--- config.mk ---
export PLATFORM = sky130hd
export DESIGN_NAME = seven_seg_scan_ctrl
export DESIGN_NICKNAME = d
export VERILOG_FILES = /design/src/rtl/seven_seg_pkg.sv /design/src/rtl/seven_seg_scan_ctrl_bcd_to_seg.sv /design/src/rtl/seven_seg_scan_ctrl.sv
export SDC_FILE = /design/constraint.sdc
export NUM_CORES = 1
export LEC_CHECK = 0
export CAP_MARGIN = 20
export CORE_UTILIZATION = 47
export DETAILED_ROUTE_END_ITERATION = 12
export PLACE_DENSITY = 0.7
export SLEW_MARGIN = 5
export SYNTH_ARGS = -nofsm -noshare
export SYNTH_HDL_FRONTEND = slang
export SYNTH_SLANG_ARGS = --single-unit
--- constraint.sdc ---
create_clock -name clk -period 3.4 [get_ports clk]
set_clock_uncertainty 0.2 [all_clocks]
set_input_delay 0.34 -clock clk [delete_from_list [all_inputs] [get_ports clk]]
set_output_delay 0.34 -clock clk [all_outputs]
set_load 0.05 [all_outputs]
--- src/rtl/seven_seg_pkg.sv ---
// Shared segment encodings for the 7-segment scan controller.
// Segment bus order is {a,b,c,d,e,f,g} with segment a in bit 6.
package seven_seg_pkg;

    localparam int SEG_A_BIT = 6;
    localparam int SEG_B_BIT = 5;
    localparam int SEG_C_BIT = 4;
    localparam int SEG_D_BIT = 3;
    localparam int SEG_E_BIT = 2;
    localparam int SEG_F_BIT = 1;
    localparam int SEG_G_BIT = 0;

    localparam logic [6:0] SEG_A = 7'(1 << SEG_A_BIT);
    localparam logic [6:0] SEG_B = 7'(1 << SEG_B_BIT);
    localparam logic [6:0] SEG_C = 7'(1 << SEG_C_BIT);
    localparam logic [6:0] SEG_D = 7'(1 << SEG_D_BIT);
    localparam logic [6:0] SEG_E = 7'(1 << SEG_E_BIT);
    localparam logic [6:0] SEG_F = 7'(1 << SEG_F_BIT);
    localparam logic [6:0] SEG_G = 7'(1 << SEG_G_BIT);

    localparam logic [6:0] SEG_0     = SEG_A | SEG_B | SEG_C | SEG_D | SEG_E | SEG_F;
    localparam logic [6:0] SEG_1     = SEG_B | SEG_C;
    localparam logic [6:0] SEG_2     = SEG_A | SEG_B | SEG_D | SEG_E | SEG_G;
    localparam logic [6:0] SEG_3     = SEG_A | SEG_B | SEG_C | SEG_D | SEG_G;
    localparam logic [6:0] SEG_4     = SEG_B | SEG_C | SEG_F | SEG_G;
    localparam logic [6:0] SEG_5     = SEG_A | SEG_C | SEG_D | SEG_F | SEG_G;
    localparam logic [6:0] SEG_6     = SEG_A | SEG_C | SEG_D | SEG_E | SEG_F | SEG_G;
    localparam logic [6:0] SEG_7     = SEG_A | SEG_B | SEG_C;
    localparam logic [6:0] SEG_8     = SEG_A | SEG_B | SEG_C | SEG_D | SEG_E | SEG_F | SEG_G;
    localparam logic [6:0] SEG_9     = SEG_A | SEG_B | SEG_C | SEG_D | SEG_F | SEG_G;
    localparam logic [6:0] SEG_BLANK = 7'b000_0000;

    typedef enum logic {
        PH_BLANK = 1'b0,
        PH_SHOW  = 1'b1
    } slot_phase_e;

endpackage

--- src/rtl/seven_seg_scan_ctrl_bcd_to_seg.sv ---
// Combinational BCD-to-7-segment decoder; non-decimal codes produce a dark digit.
module bcd_to_seg
    import seven_seg_pkg::*;
(
    input  logic [3:0] bcd_i,
    output logic [6:0] seg_o
);

    always_comb begin
        seg_o = SEG_BLANK;
        case (bcd_i)
            4'd0:    seg_o = SEG_0;
            4'd1:    seg_o = SEG_1;
            4'd2:    seg_o = SEG_2;
            4'd3:    seg_o = SEG_3;
            4'd4:    seg_o = SEG_4;
            4'd5:    seg_o = SEG_5;
            4'd6:    seg_o = SEG_6;
            4'd7:    seg_o = SEG_7;
            4'd8:    seg_o = SEG_8;
            4'd9:    seg_o = SEG_9;
            default: seg_o = SEG_BLANK;
        endcase
    end

endmodule

--- src/rtl/seven_seg_scan_ctrl.sv ---
// Multi-digit 7-segment scan controller: double-buffered BCD load, one-hot
// digit rotation with a leading blank interval per slot, registered outputs.
module seven_seg_scan_ctrl
    import seven_seg_pkg::*;
#(
    parameter int NUM_DIGITS  = 4,
    parameter int REFRESH_DIV = 50000,
    parameter int BLANK_CYC   = 500
) (
    input  logic                    clk,
    input  logic                    rst_n,
    input  logic                    load,
    input  logic [4*NUM_DIGITS-1:0] digits_in,
    input  logic                    blank_lz,
    output logic                    ready,
    output logic [6:0]              segment,
    output logic [NUM_DIGITS-1:0]   digit_en
);

    localparam int CNT_W = (REFRESH_DIV > 1) ? $clog2(REFRESH_DIV) : 1;
    localparam int IDX_W = $clog2(NUM_DIGITS);

    localparam logic [CNT_W-1:0] CNT_LAST  = CNT_W'(REFRESH_DIV - 1);
    localparam logic [CNT_W-1:0] BLANK_END = CNT_W'(BLANK_CYC);
    localparam logic [IDX_W-1:0] IDX_LAST  = IDX_W'(NUM_DIGITS - 1);

    logic [CNT_W-1:0]        cnt_q, cnt_d;
    logic [IDX_W-1:0]        idx_q, idx_d;
    logic [4*NUM_DIGITS-1:0] disp_q, disp_d;
    logic [4*NUM_DIGITS-1:0] pend_q, pend_d;
    logic                    pend_valid_q, pend_valid_d;
    logic                    ready_q, ready_d;
    logic [6:0]              seg_q, seg_d;
    logic [NUM_DIGITS-1:0]   en_q, en_d;

    logic [3:0]            nib [NUM_DIGITS];
    logic [NUM_DIGITS:0]   zero_above;
    logic [NUM_DIGITS-1:0] lz_vec;
    logic [3:0]            cur_nib;
    logic [6:0]            dec_seg;
    logic                  lz_blank;
    logic                  frame_end;
    slot_phase_e           phase;

    // zero_above[i]: nibble i and every more significant nibble are zero.
    assign zero_above[NUM_DIGITS] = 1'b1;
    generate
        for (genvar gi = 0; gi < NUM_DIGITS; gi++) begin : g_digit
            assign nib[gi]        = disp_q[gi*4 +: 4];
            assign zero_above[gi] = (disp_q[gi*4 +: 4] == 4'd0) && zero_above[gi+1];
            assign lz_vec[gi]     = zero_above[gi];
        end
    endgenerate

    assign cur_nib   = nib[idx_q];
    assign lz_blank  = blank_lz && (idx_q != '0) && lz_vec[idx_q];
    assign frame_end = (idx_q == IDX_LAST) && (cnt_q == CNT_LAST);
    assign phase     = (cnt_q < BLANK_END) ? PH_BLANK : PH_SHOW;

    bcd_to_seg u_dec (
        .bcd_i (cur_nib),
        .seg_o (dec_seg)
    );

    always_comb begin
        cnt_d        = cnt_q + CNT_W'(1);
        idx_d        = idx_q;
        disp_d       = disp_q;
        pend_d       = pend_q;
        pend_valid_d = pend_valid_q;
        ready_d      = ready_q;
        seg_d        = SEG_BLANK;
        en_d         = '0;

        if (cnt_q == CNT_LAST) begin
            cnt_d = '0;
            idx_d = (idx_q == IDX_LAST) ? '0 : idx_q + IDX_W'(1);
        end

        if (load && ready_q) begin
            pend_d       = digits_in;
            pend_valid_d = 1'b1;
            ready_d      = 1'b0;
        end

        // ready is low whenever pend_valid is set, so this never collides with a load.
        if (frame_end && pend_valid_q) begin
            disp_d       = pend_q;
            pend_valid_d = 1'b0;
            ready_d      = 1'b1;
        end

        if (phase == PH_SHOW) begin
            en_d  = NUM_DIGITS'(1) << idx_q;
            seg_d = lz_blank ? SEG_BLANK : dec_seg;
        end
    end

    always_ff @(posedge clk or negedge rst_n) begin
        if (!rst_n) begin
            cnt_q        <= '0;
            idx_q        <= '0;
            disp_q       <= {NUM_DIGITS{4'hF}};
            pend_q       <= '0;
            pend_valid_q <= 1'b0;
            ready_q      <= 1'b1;
            seg_q        <= SEG_BLANK;
            en_q         <= '0;
        end else begin
            cnt_q        <= cnt_d;
            idx_q        <= idx_d;
            disp_q       <= disp_d;
            pend_q       <= pend_d;
            pend_valid_q <= pend_valid_d;
            ready_q      <= ready_d;
            seg_q        <= seg_d;
            en_q         <= en_d;
        end
    end

    assign ready    = ready_q;
    assign segment  = seg_q;
    assign digit_en = en_q;

endmodule

==> qor.yml, run 1 <==
status: "complete, no violations"
fmax_mhz: 407
synth_top_area_frac: 0.404
cp_slowest_cell: "and3_1"
grt_pass1_vias: 1770
avgSynthCellArea_um2: 12.8
cpMostUsedCell: "and3_1"
cts-buffers-inserted: 9
ios: 32
synth_cells: 223
vias: 1766
drc: 0
synth_area_leaders: "dfrtp_1 40%, dfstp_2 16%, mux2_2 9.5%, ha_1 4.4%, mux2_1 3.2%"
ys_types: 37
core_area_mm2: 0.00568
pre_cts_slack_ns: 0.940
fill_cells: 473
cts_root_buffer: "clkbuf_8"
worst_slew_pin_slew_ns: 0.865
nNetsFinal: 293
cts_tree: "built"
avgViaCountPerCell: 5.19
worst_slack_ns: 0.943
holdWs_ns: 0.286
ctsLongestPathBuffers: 2
hold_viol: 0
rows: 27
dieArea_mm2: 0.00638
syn2layout_area_growth_pct: 21.8
die_h_um: 79.9
overflow: 0
diodes: 0
htree_levels: 3
clock-sinks: 63
synth_warnings: 0
clk_transition_reported_paths_ns: 0.07
maxCapViolCount: 0
final_max_slew_viol_count: 0
first_iter_violations: 81
required_ns: 3.47
drive_above_1_share: 0.261
startpoint_type: "register"
gp_congestion: 0.783
critPathMaxStageDelay_ns: 0.70
start_util: 0.502
track_usage: 0.173
clock_latency_ns: 0.34
path_cells: "ha_1 > and3_1 > nand3_2 > nor4_4 > and3_1 > mux2_2"
ys_seq_elements: 63
critical-path-top-delay-family: "simple AND/OR/NAND/NOR gates"
synth_area_mm2: 0.00285
leakage_nw: 1.61
yosysTopAreaCell: "dfrtp_1"
rsz0062_at_grt: "no"
hold_class: "register to register"
fin_crit_ns: 2.46
routed_wl_mm: 4.63
cts-resized-gates: 0
dr.pass1.iters: 4
setup_viol: 0
worstPathMaxFanout: 17
syn_nets: 253
fin_tns_setup_ns: 0
synth_seq_area_share: 0.561
cp.arrival_ns: 2.53
dp_hpwl_mm: 3.35
maxSlewHeadroom: 0.424
peakVddDrop_mv: 0.298
critPathCaptureType: "register"
port_buffers: 31
grt_max_degree: 41
grt_pass1_wl_mm: 8.19
antenna_found_initial: 0
postRouteAntennaNets: 0
path_buf_inv: 0
wl_per_cell_um: 13.6
period_share: 0.723
die_w_um: 79.9
critical_path_class: "register to register"
p_per_area_mw_per_mm2: 440
==> sequential cells by signal, summed over array words and instances, names as in the netlist <==
register and count:
cnt_q 16, disp_q 16, pend_q 16, segment 7
digit_en 4, idx_q 2, pend_valid_q 1, ready 1
==> repair_timing <==
action / in CTS / in global routing
buffers inserted: 0 / 0
endpoints found under the hold margin: 28 / 0
hold buffers: 1 / 0
==> power by group <==
| part | total [W] | internal, W | leakage, nW | switching (W) |
|---|---|---|---|---|
| clock | 0.000738 | 0.000451 | 0.112 | 0.000287 |
| combinational | 0.0000377 | 0.0000208 | 0.697 | 0.0000168 |
| sequential | 0.000750 | 0.000750 | 0.804 | 0 |
==> cells in the mapped netlist (all sizes together) <==
cell type  count
a211o          1
a21o           1
a21oi          9
a22o           1
a2bb2oi        1
a31o           1
and2           4
and3           3
and4           1
buf            3
clkbuf         4
dfrtp         46
dfstp         17
ha            10
inv            9
mux2          32
mux4           4
nand2          8
nand2b         1
nand3          8
nand3b         1
nand4          2
nor2          23
nor2b          3
nor3           3
nor4           7
nor4b          1
o21ai          4
o311ai         1
xnor2          7
xor2           7
==> final timing paths <==
path,from,end,slack [ns],depth (start not counted)
setup / recovery,cnt_q[0],disp_q[3],0.94,6
hold / removal,cnt_q[0],cnt_q[0],0.29,1
setup reg to reg,cnt_q[0],disp_q[3],0.94,6
hold reg to reg,cnt_q[0],cnt_q[0],0.29,1
max in group asynchronous,rst_n,disp_q[11],1.80,3
min in group asynchronous,rst_n,cnt_q[10],0.45,2
==> layout by cell type, fill, tap and decap left out, types with 2 or more instances in the layout <==
master	Yosys	layout
clkbuf_8	0	11
clkdlybuf4s50_1	0	30
xor2_1	7	7
mux2_1	8	8
a21oi_1	9	9
clkinvlp_4	0	2
nand3_1	7	7
nor4_4	2	2
nor3_1	3	3
mux2_2	24	24
nand4_1	2	2
nor2b_1	3	3
and2_1	4	4
inv_1	9	9
nor2_1	23	23
dfstp_2	17	17
xnor2_1	7	7
bufinv_16	0	2
nor4_1	5	5
nand2_1	8	8
buf_4	0	4
o21ai_0	3	3
and3_1	3	3
mux4_2	4	4
ha_1	10	10
dfrtp_1	46	46
==> kinds of logic (layout without fill, tap and decap cells) <==
family / after synthesis / in the layout / share of synthesized area
AO/OA/AOI/OAI: 19 / 19 / 0.0408
XOR/XNOR: 14 / 14 / 0.0430
adder cells (fa/ha/maj): 10 / 10 / 0.0439
buffers and inverters: 16 / 61 / 0.0281
flip-flops: 63 / 63 / 0.561
multiplexers: 36 / 36 / 0.158
AND/OR/NAND/NOR: 65 / 65 / 0.125
==> final cells by class <==
type	instances	area, um2	area share
clock inverter	5	80.1	0.0231
sequential	63	1600	0.461
clock buffer	11	151	0.0436
tap	72	90.1	0.0260
multi-input combinational	144	1170	0.338
inverter	9	33.8	0.00974
timing repair buffer	36	345	0.0995
==> through the flow <==
step	power (W)	cells	cell area (um2)	utilization
3_5_place_dp	0.000802	323	3230	0.569
2_1_floorplan	0.000764	223	2850	-
6_report	0.00153	340	3470	0.611
4_1_cts	0.00155	340	3470	0.611
3_3_place_gp	0.000802	323	3230	0.569
5_1_grt	0.00159	340	3470	0.611
==> layer usage <==
layer  wire length, um  up-vias  global-route usage
met5                 0        -                   0
met4                82        0              0.0857
met3               212        7              0.0446
met2              2130       42               0.261
met1              2200      862               0.232
li1                  -      855                   -
(Power assumes the default switching activity.)
==> inputs of run 2 (changes only) <==
--- a/config.mk
+++ b/config.mk
@@ -8,7 +8,7 @@
 export CAP_MARGIN = 20
 export CORE_UTILIZATION = 47
 export DETAILED_ROUTE_END_ITERATION = 12
-export PLACE_DENSITY = 0.7
+export PLACE_DENSITY = 0.72
 export SLEW_MARGIN = 5
 export SYNTH_ARGS = -nofsm -noshare
 export SYNTH_HDL_FRONTEND = slang
==> constraint.sdc (replaced) <==
create_clock -name clk -period 2.2 [get_ports clk]
set_clock_uncertainty 0.2 [all_clocks]
set_input_delay 0.22 -clock clk [delete_from_list [all_inputs] [get_ports clk]]
set_output_delay 0.22 -clock clk [all_outputs]
set_load 0.05 [all_outputs]
==> qor.yml, run 2 (same netlist as run 1, synthesis figures left out) <==
status: "complete, no violations"  # unchanged
p_per_area_mw_per_mm2: 631  # was 440 mW/mm2
worstPathMaxFanout: 4  # was 17
cts-buffers-inserted: 9  # unchanged
gp_congestion: 0.797  # was 0.783
leakage_nw: 1.62  # was 1.61 nW
path_cells: "clkdlybuf4s50_1"  # was ha_1 > and3_1 > nand3_2 > nor4_4 > and3_1 > mux2_2
hold_viol: 0  # unchanged
largest_registers: "cnt_q: 16 flops, disp_q: 16 flops, pend_q: 16 flops"  # unchanged
fin_crit_ns: 2.13
critical-path-top-delay-family: "buffers and inverters"  # was simple AND/OR/NAND/NOR gates
die_w_um: 79.9  # unchanged
clk_transition_reported_paths_ns: 0.07  # about the same
first_iter_violations: 130  # was 81
avgViaCountPerCell: 5.09  # was 5.19
most-common-layout-cells: "44 x dfrtp_1, 30 x clkdlybuf4s50_1, 24 x mux2_2, 23 x nor2_1, 17 x dfstp_2"  # was 46 x dfrtp_1, 30 x clkdlybuf4s50_1, 24 x mux2_2, 23 x nor2_1, 17 x dfstp_2
overflow: 0  # unchanged
setup_viol: 0  # unchanged
vias: 1747  # was 1766
clock-sinks: 63  # unchanged
grt_pass1_vias: 1712  # was 1770
dp_hpwl_mm: 3.23  # was 3.35 mm
final_core_util: 0.616  # was 0.611
start_util: 0.502  # unchanged
r2r-end: "disp_q[1]"  # was disp_q[3]
ctsLongestPathBuffers: 2  # unchanged
core_area_mm2: 0.00568  # unchanged
dr.pass1.iters: 4  # unchanged
r2r_cells: 7  # was 6
antenna_found_initial: 0  # unchanged
syn2layout_area_growth_pct: 22.7  # was 21.8%
hold_class: "input port to async pin"  # was register to register
pre_cts_slack_ns: 0.0817  # was 0.940 ns
cp-startpoint: "ready"  # was cnt_q[0]
critPathCaptureType: "primary output"  # was register
startpoint_type: "register"  # unchanged
diodes: 0  # unchanged
port_buffers: 31  # unchanged
cp.arrival_ns: 1.71  # was 2.53 ns
layoutNonFillerInstCount: 343  # was 340
rrSetupSlack_ns: 0.07  # was 0.94 ns
p_total_w: 0.00220  # was 0.00153 W
maxSlewHeadroom: 0.673  # was 0.424
regToRegStartpoint: "cnt_q[0]"  # unchanged
fmax_mhz: 469
cp_slowest_cell: "clkdlybuf4s50_1"  # was and3_1
fin_tns_setup_ns: 0  # unchanged
dieArea_mm2: 0.00638  # unchanged
grt_max_degree: 64  # was 41
worst_slack_ns: 0.0684  # was 0.943 ns
place_inst: 326  # was 323
path_buf_inv: 1  # was 0
htree_levels: 3  # unchanged
period_share: 0.969
layout_commonest_cell: "dfrtp_1"  # unchanged
track_usage: 0.174  # was 0.173
cts_tree: "built"  # unchanged
wl_per_cell_um: 13.8  # was 13.6 um
critical_path_class: "register to primary output"  # was register to register
peakVddDrop_mv: 0.434  # was 0.298 mV
grt_pass1_wl_mm: 8.16  # was 8.19 mm
ios: 32  # unchanged
required_ns: 1.78  # was 3.47 ns
die_h_um: 79.9  # unchanged
nNetsFinal: 296  # was 293
drc: 0  # unchanged
cts_root_buffer: "clkbuf_8"  # unchanged
maxCapViolCount: 0  # unchanged
drive_above_1_share: 0.280  # was 0.261
worst_slew_pin_slew_ns: 0.489  # was 0.865 ns
final_max_slew_viol_count: 0  # unchanged
routed_wl_mm: 4.72  # was 4.63 mm
postRouteAntennaNets: 0  # unchanged
clock_latency_ns: 0.34  # about the same
critPathMaxStageDelay_ns: 0.81  # was 0.70 ns
rows: 27  # unchanged
-- run 2: cell count changes in the layout (fill, tap and decap cells not counted), sizes merged --
cell / before / now
bufinv: 2 / 1
clkinvlp: 2 / 1
buf: 5 / 8
clkinv: 1 / 2
inv: 9 / 10
-- run 2: per-layer routing --
layer	GRT usage	part of all wire
met1	0.240	0.50
met3	0.0617	0.047
met5	0	0
met2	0.244	0.44
met4	0.0804	0.019
-- run 2: what timing repair did --
item | in CTS | in global routing
endpoints found under the hold margin | 63 | 0
resized for setup | 0 | 4
endpoints found under the setup margin | 0 | 21
buffers inserted | 0 | 0
hold buffers | 1 | 0
-- run 2: area by class of cell --
type                       instances  area, um2
fill                             480       2180
sequential                        63       1600
multi-input combinational        144       1180
timing repair buffer              39        393
clock buffer                      11        141
tap                               72       90.1
clock inverter                     5       56.3
inverter                           9       33.8
-- run 2: per-stage QoR --
step           instance area [um2]  hold WS, ns
2_1_floorplan                 2850       -0.276
5_1_grt                       3500        0.267
4_1_cts                       3480        0.228
6_report                      3500        0.228
3_5_place_dp                  3280       0.0540
3_3_place_gp                  3280       0.0559
-- run 2: where the power goes --
| group | internal [W] | switching (W) | total [W] |
|---|---|---|---|
| clock network | 0.000554 | 0.000431 | 0.000985 |
| registers | 0.00116 | 0 | 0.00116 |
| logic | 0.0000337 | 0.0000263 | 0.0000600 |
| total | 0.00175 | 0.000457 | 0.00220 |
-- run 2: worst max-delay path by stage --
stage	cells after the start	slack, ns	endpoint
2_1_floorplan	8	0.09	disp_q[10]
3_3_place_gp	7	0.11	segment[1]
3_5_place_dp	7	0.08	disp_q[2]
4_1_cts	1	0.05	ready
5_1_grt	7	-0.01	disp_q[2]
6_report	1	0.07	ready
